$ cat src/rtl/attitude_pkg.sv
// rtl/attitude_pkg.sv - shared attitude word bit positions and reset value
package attitude_pkg;
  localparam int ROLL_SGN  = 3;
  localparam int PITCH_SGN = 2;
  localparam int ROLL_LVL  = 1;
  localparam int PITCH_LVL = 0;

  localparam logic [3:0] ATT_LEVEL = 4'b0011;
endpackage

$ cat src/rtl/axis_level_detector.sv
// rtl/axis_level_detector.sv - per-axis saturating |x| with hysteresis level compare
module axis_level_detector #(
  parameter int DATA_W     = 16,
  parameter int FRAC_BITS  = 4,
  parameter int THRESH_DEG = 10,
  parameter int HYST_DEG   = 2
) (
  input  logic [DATA_W-1:0] i_Sample,
  input  logic              i_Level_Committed,
  output logic              o_Sign,
  output logic              o_Level
);

  localparam logic [DATA_W-1:0] T_LO    = DATA_W'((THRESH_DEG - HYST_DEG) << FRAC_BITS);
  localparam logic [DATA_W-1:0] T_HI    = DATA_W'((THRESH_DEG + HYST_DEG) << FRAC_BITS);
  localparam logic [DATA_W-1:0] MOST_NEG = {1'b1, {(DATA_W-1){1'b0}}};
  localparam logic [DATA_W-1:0] MOST_POS = {1'b0, {(DATA_W-1){1'b1}}};

  logic [DATA_W-1:0] abs_val;

  always_comb begin
    abs_val = i_Sample;
    // Negating the most negative value would wrap back to itself, so clamp it.
    if (i_Sample == MOST_NEG) begin
      abs_val = MOST_POS;
    end else if (i_Sample[DATA_W-1]) begin
      abs_val = -i_Sample;
    end
  end

  always_comb begin
    o_Sign  = i_Sample[DATA_W-1];
    o_Level = i_Level_Committed;
    if (i_Level_Committed) begin
      if (abs_val > T_HI) o_Level = 1'b0;
    end else begin
      if (abs_val <= T_LO) o_Level = 1'b1;
    end
  end

endmodule

$ cat src/rtl/attitude_encoder_hyst.sv
// rtl/attitude_encoder_hyst.sv - roll/pitch attitude encoder with hysteresis and persistence filter
module attitude_encoder_hyst
  import attitude_pkg::*;
#(
  parameter int DATA_W     = 16,
  parameter int FRAC_BITS  = 4,
  parameter int THRESH_DEG = 10,
  parameter int HYST_DEG   = 2,
  parameter int PERSIST    = 4
) (
  input  logic              i_Clk,
  input  logic              i_Rst,
  input  logic              i_Valid,
  input  logic [DATA_W-1:0] i_Roll_Raw,
  input  logic [DATA_W-1:0] i_Pitch_Raw,
  output logic              o_Valid,
  output logic [3:0]        o_Attitude,
  output logic              o_Changed
);

  localparam int CNT_W = $clog2(PERSIST + 1);

  generate
    if (HYST_DEG < 0 || HYST_DEG >= THRESH_DEG || PERSIST < 1) begin : g_bad_params
      $error("attitude_encoder_hyst: need 0 <= HYST_DEG < THRESH_DEG and PERSIST >= 1");
    end
  endgenerate

  logic [3:0]       committed_q, committed_d;
  logic [3:0]       pending_q, pending_d;
  logic [CNT_W-1:0] cnt_q, cnt_d;
  logic             valid_q, valid_d;
  logic             changed_q, changed_d;
  logic [3:0]       cand;

  axis_level_detector #(
    .DATA_W(DATA_W), .FRAC_BITS(FRAC_BITS), .THRESH_DEG(THRESH_DEG), .HYST_DEG(HYST_DEG)
  ) u_roll (
    .i_Sample         (i_Roll_Raw),
    .i_Level_Committed(committed_q[ROLL_LVL]),
    .o_Sign           (cand[ROLL_SGN]),
    .o_Level          (cand[ROLL_LVL])
  );

  axis_level_detector #(
    .DATA_W(DATA_W), .FRAC_BITS(FRAC_BITS), .THRESH_DEG(THRESH_DEG), .HYST_DEG(HYST_DEG)
  ) u_pitch (
    .i_Sample         (i_Pitch_Raw),
    .i_Level_Committed(committed_q[PITCH_LVL]),
    .o_Sign           (cand[PITCH_SGN]),
    .o_Level          (cand[PITCH_LVL])
  );

  always_comb begin
    committed_d = committed_q;
    pending_d   = pending_q;
    cnt_d       = cnt_q;
    valid_d     = i_Valid;
    changed_d   = 1'b0;
    if (i_Valid) begin
      if (cand == committed_q) begin
        pending_d = committed_q;
        cnt_d     = '0;
      end else if (cand == pending_q) begin
        cnt_d = cnt_q + CNT_W'(1);
      end else begin
        pending_d = cand;
        cnt_d     = CNT_W'(1);
      end
      // Commit in the same update that reaches the count, so cnt never exceeds PERSIST.
      if (cnt_d >= CNT_W'(PERSIST)) begin
        committed_d = pending_d;
        cnt_d       = '0;
        changed_d   = (pending_d != committed_q);
      end
    end
  end

  always_ff @(posedge i_Clk) begin
    if (i_Rst) begin
      committed_q <= ATT_LEVEL;
      pending_q   <= ATT_LEVEL;
      cnt_q       <= '0;
      valid_q     <= 1'b0;
      changed_q   <= 1'b0;
    end else begin
      committed_q <= committed_d;
      pending_q   <= pending_d;
      cnt_q       <= cnt_d;
      valid_q     <= valid_d;
      changed_q   <= changed_d;
    end
  end

  assign o_Valid    = valid_q;
  assign o_Attitude = committed_q;
  assign o_Changed  = changed_q;

endmodule

$ cat config.mk
export PLATFORM = sky130hd
export DESIGN_NAME = attitude_encoder_hyst
export DESIGN_NICKNAME = d
export VERILOG_FILES = /design/src/rtl/attitude_pkg.sv /design/src/rtl/axis_level_detector.sv /design/src/rtl/attitude_encoder_hyst.sv
export SDC_FILE = /design/constraint.sdc
export NUM_CORES = 1
export LEC_CHECK = 0
export ABC_AREA = 1
export CORE_MARGIN = 4
export CORE_UTILIZATION = 56
export DETAILED_ROUTE_END_ITERATION = 8
export PLACE_DENSITY = 0.86
export SLEW_MARGIN = 40
export SYNTH_ARGS = -nofsm -noshare
export SYNTH_HDL_FRONTEND = slang
export SYNTH_SLANG_ARGS = --single-unit
$ cat constraint.sdc
create_clock -name i_Clk -period 3.5 [get_ports i_Clk]
set_input_delay 0.7 -clock i_Clk [delete_from_list [all_inputs] [get_ports i_Clk]]
set_output_delay 0.7 -clock i_Clk [all_outputs]
set_load 0.01 [all_outputs]
==> impl_metrics.toml <==
[final_layout]
final_nets = 455
area_growth_pct = 23.2
diodes = 0
stdcell_count = 462
drive_gt1_share_pct = 9.86
final_common_cell = "nand2_1"
final_cell_mix = "nand2_1 (119), nor2_1 (56), nand3_1 (46)"

[timing]
post-route-period-util_pct = 88.6
final_max_slew_viol_count = 0
worst_slew_pin_slew_ns = 0.552
fmax_mhz = 322
skew_ns = 0.00173
fin_crit_ns = 3.10
setup_viol = 0
fin_tns_setup_ns = 0
max_slew_margin_pct = 63.1
finalHoldViolCount = 0
rsz0062_at_grt = "no"
setup_slack_ns = 0.397

[worst_setup_path]
arrival_ns = 3.27
reg2reg_from = "o_Attitude[1]"
cp-start-kind = "input pin"
crit_path_frequent_cell = "nand2_1"
cp_max_fo = 15
critPathRequiredTime_ns = 3.67
cp-startpoint = "i_Roll_Raw[15]"
cp-end-kind = "flip-flop"
max_stage_delay_ns = 0.82
worstRegToRegCells = 9
crit_type = "input pin to flip-flop"
crit_path_top_delay_cell = "clkdlybuf4s50_1"
cp_cell_sequence = "clkdlybuf4s50_1 > inv_1 > o21ai_0 > nand3_1 > nor2_1 > nand2_1 > nor2_1 > nand2_1 > nor2_1 > nand2_1 > nand3_2 > nand2_2 > nand2_2 > nand3_4 > nor2_8 > nand3_2 > nand2_1 > nand3_1"

[synthesis]
syn_nets = 415
synth_fa_ha_area_share_pct = 1.88
synth_area_um2 = 1990
yosysUniqueCellTypes = 25
synth_warnings = 0
synth_top_area_share_pct = 22.4
syn_inst = 377
yosysTopAreaCell = "nand2_1"
synth-compound-area-share_pct = 8.48
synth_sequential_area_ratio_pct = 13.1
synth_simple_gate_area_share_pct = 62.1
avgSynthCellArea_um2 = 5.28
synth_top_family_by_area = "simple AND/OR/NAND/NOR gates"
ys_ff_latch = 13
synthMuxAreaShare_pct = 0
synth-xor-area-share_pct = 2.64
synth_area_leaders = "nand2_1 (22%), dfxtp_1 (13%), nand3_1 (12%), nor2_1 (11%), inv_1 (8.5%)"

[grt]
grt_max_degree = 16
grt_use_total_pct = 22.1
antenna_found_initial = 0
grt_pass1_wl_um = 8140
grt_pass1_vias = 2017
grt_overflow = 0

[cts]
clock_latency_ns = 0.28
ctsHoldBuffers = 0
clk_pin_slew_ns = 0.08
h-tree-depth = 1
cts_buffer_depth = 2
cts_tree = "done"
cts_resized = 0
clock-sinks = 13
numCtsBuffers = 3
cts_setup_buffers = 0
root_buffer = "clkbuf_4"

[route]
viasPerCell = 5.14
vias = 2373
drt_iter0_drc = 107
wl_per_cell_um = 10.3
dr.pass1.iters = 4
drc_errors = 0
wirelength_um = 4770
ant_nets = 0

[flow_run]
maxCapViolCount = 0

[pwr]
powerDensity_nw_per_um2 = 180
ir_drop_uv = 79.0
power_leakage_uw = 0.00124

[place]
io_buffers = 40
gp_congestion = 0.881
dp_slack_ns = 0.149
dp_hpwl_um = 4000
place_inst = 458

[worst_hold_path]
min-delay-start = "cnt_q[2]"
worst_hold_path_type = "flip-flop to flip-flop"
min_path_cells = 2

[floorplan]
io_pins = 41
initial_core_util_pct = 58.8
rows = 21
core_area_um2 = 3390
dieArea_um2 = 4580
fp.dieW_um = 67.6
die_y_um = 67.6

[outcome]
outcome = "finished, final reports clean"
[power by group]
group	internal, uW	switching (uW)
clock	44.3	49.2
sequential	152	3.26
combinational	83.6	108
[cells by family after synthesis]
family | count (synthesis)
and+or+nand+nor | 265
adders and majority gates | 3
buffers and inverters | 58
AOI/OAI and AO/OA | 32
DFF | 13
xor gates and xnor gates | 6
[critical path: cells and delay by family]
family	cells	cell delay [ns]
AOI/OAI and AO/OA	1	0.12
and+or+nand+nor	15	1.42
buffers and inverters	2	1.02
[synthesized netlist by cell type]
cell,number
nand2_1,119
nor2_1,56
nand3_1,46
inv_1,45
a21oi_1,15
o21ai_0,14
dfxtp_1,13
nand2_2,11
nand4_1,10
nor2_2,7
nand3_2,6
nand3b_1,5
buf_4,4
inv_2,4
xor2_1,4
ha_1,3
buf_2,2
clkbuf_1,2
nand3_4,2
nor2_4,2
o21bai_1,2
xnor2_1,2
buf_1,1
nor2_8,1
o21ai_2,1
[cell type report]
type	instances	area, um^2
Timing Repair Buffer	44	430
Clock buffer	4	26.3
Sequential cell	13	260
Multi-Input combinational cell	306	1500
Inverter	49	184
Fill cell	323	935
Tap cell	46	57.6
[flip-flops by register name, summed over array words and instances, names as in the netlist]
register,flops
cnt_q,3
o_Changed,1
pending_q,4
o_Attitude,4
o_Valid,1
[per-layer routing]
| layer | vias up | track usage, % | share of wire (%) |
|---|---|---|---|
| met5 | - | 0 | 0 |
| met4 | 0 | 3.80 | 0.69 |
| met3 | 4 | 2.16 | 4.6 |
| met2 | 53 | 39.5 | 49 |
| met1 | 1040 | 28.6 | 46 |
| li1 | 1276 | - | - |
[final timing paths]
kind | end | slack, ns
setup / recovery | o_Attitude[1] | 0.40
hold / removal | cnt_q[2] | 0.46
setup reg to reg | o_Attitude[1] | 2.06
hold reg to reg | cnt_q[2] | 0.46
[per-stage QoR]
stage          cell area [um^2]  utilization [%]  power (uW)  hold slack (ns)
3_5_place_dp               2430             71.7         350            0.446
5_1_grt                    2450             72.4         475            0.476
4_1_cts                    2450             72.4         442            0.459
3_3_place_gp               2430             71.7         347            0.443
2_1_floorplan              1990                -         276            0.431
6_report                   2450             72.4         441            0.463
Note: power is estimated with default switching activity, not from simulation.
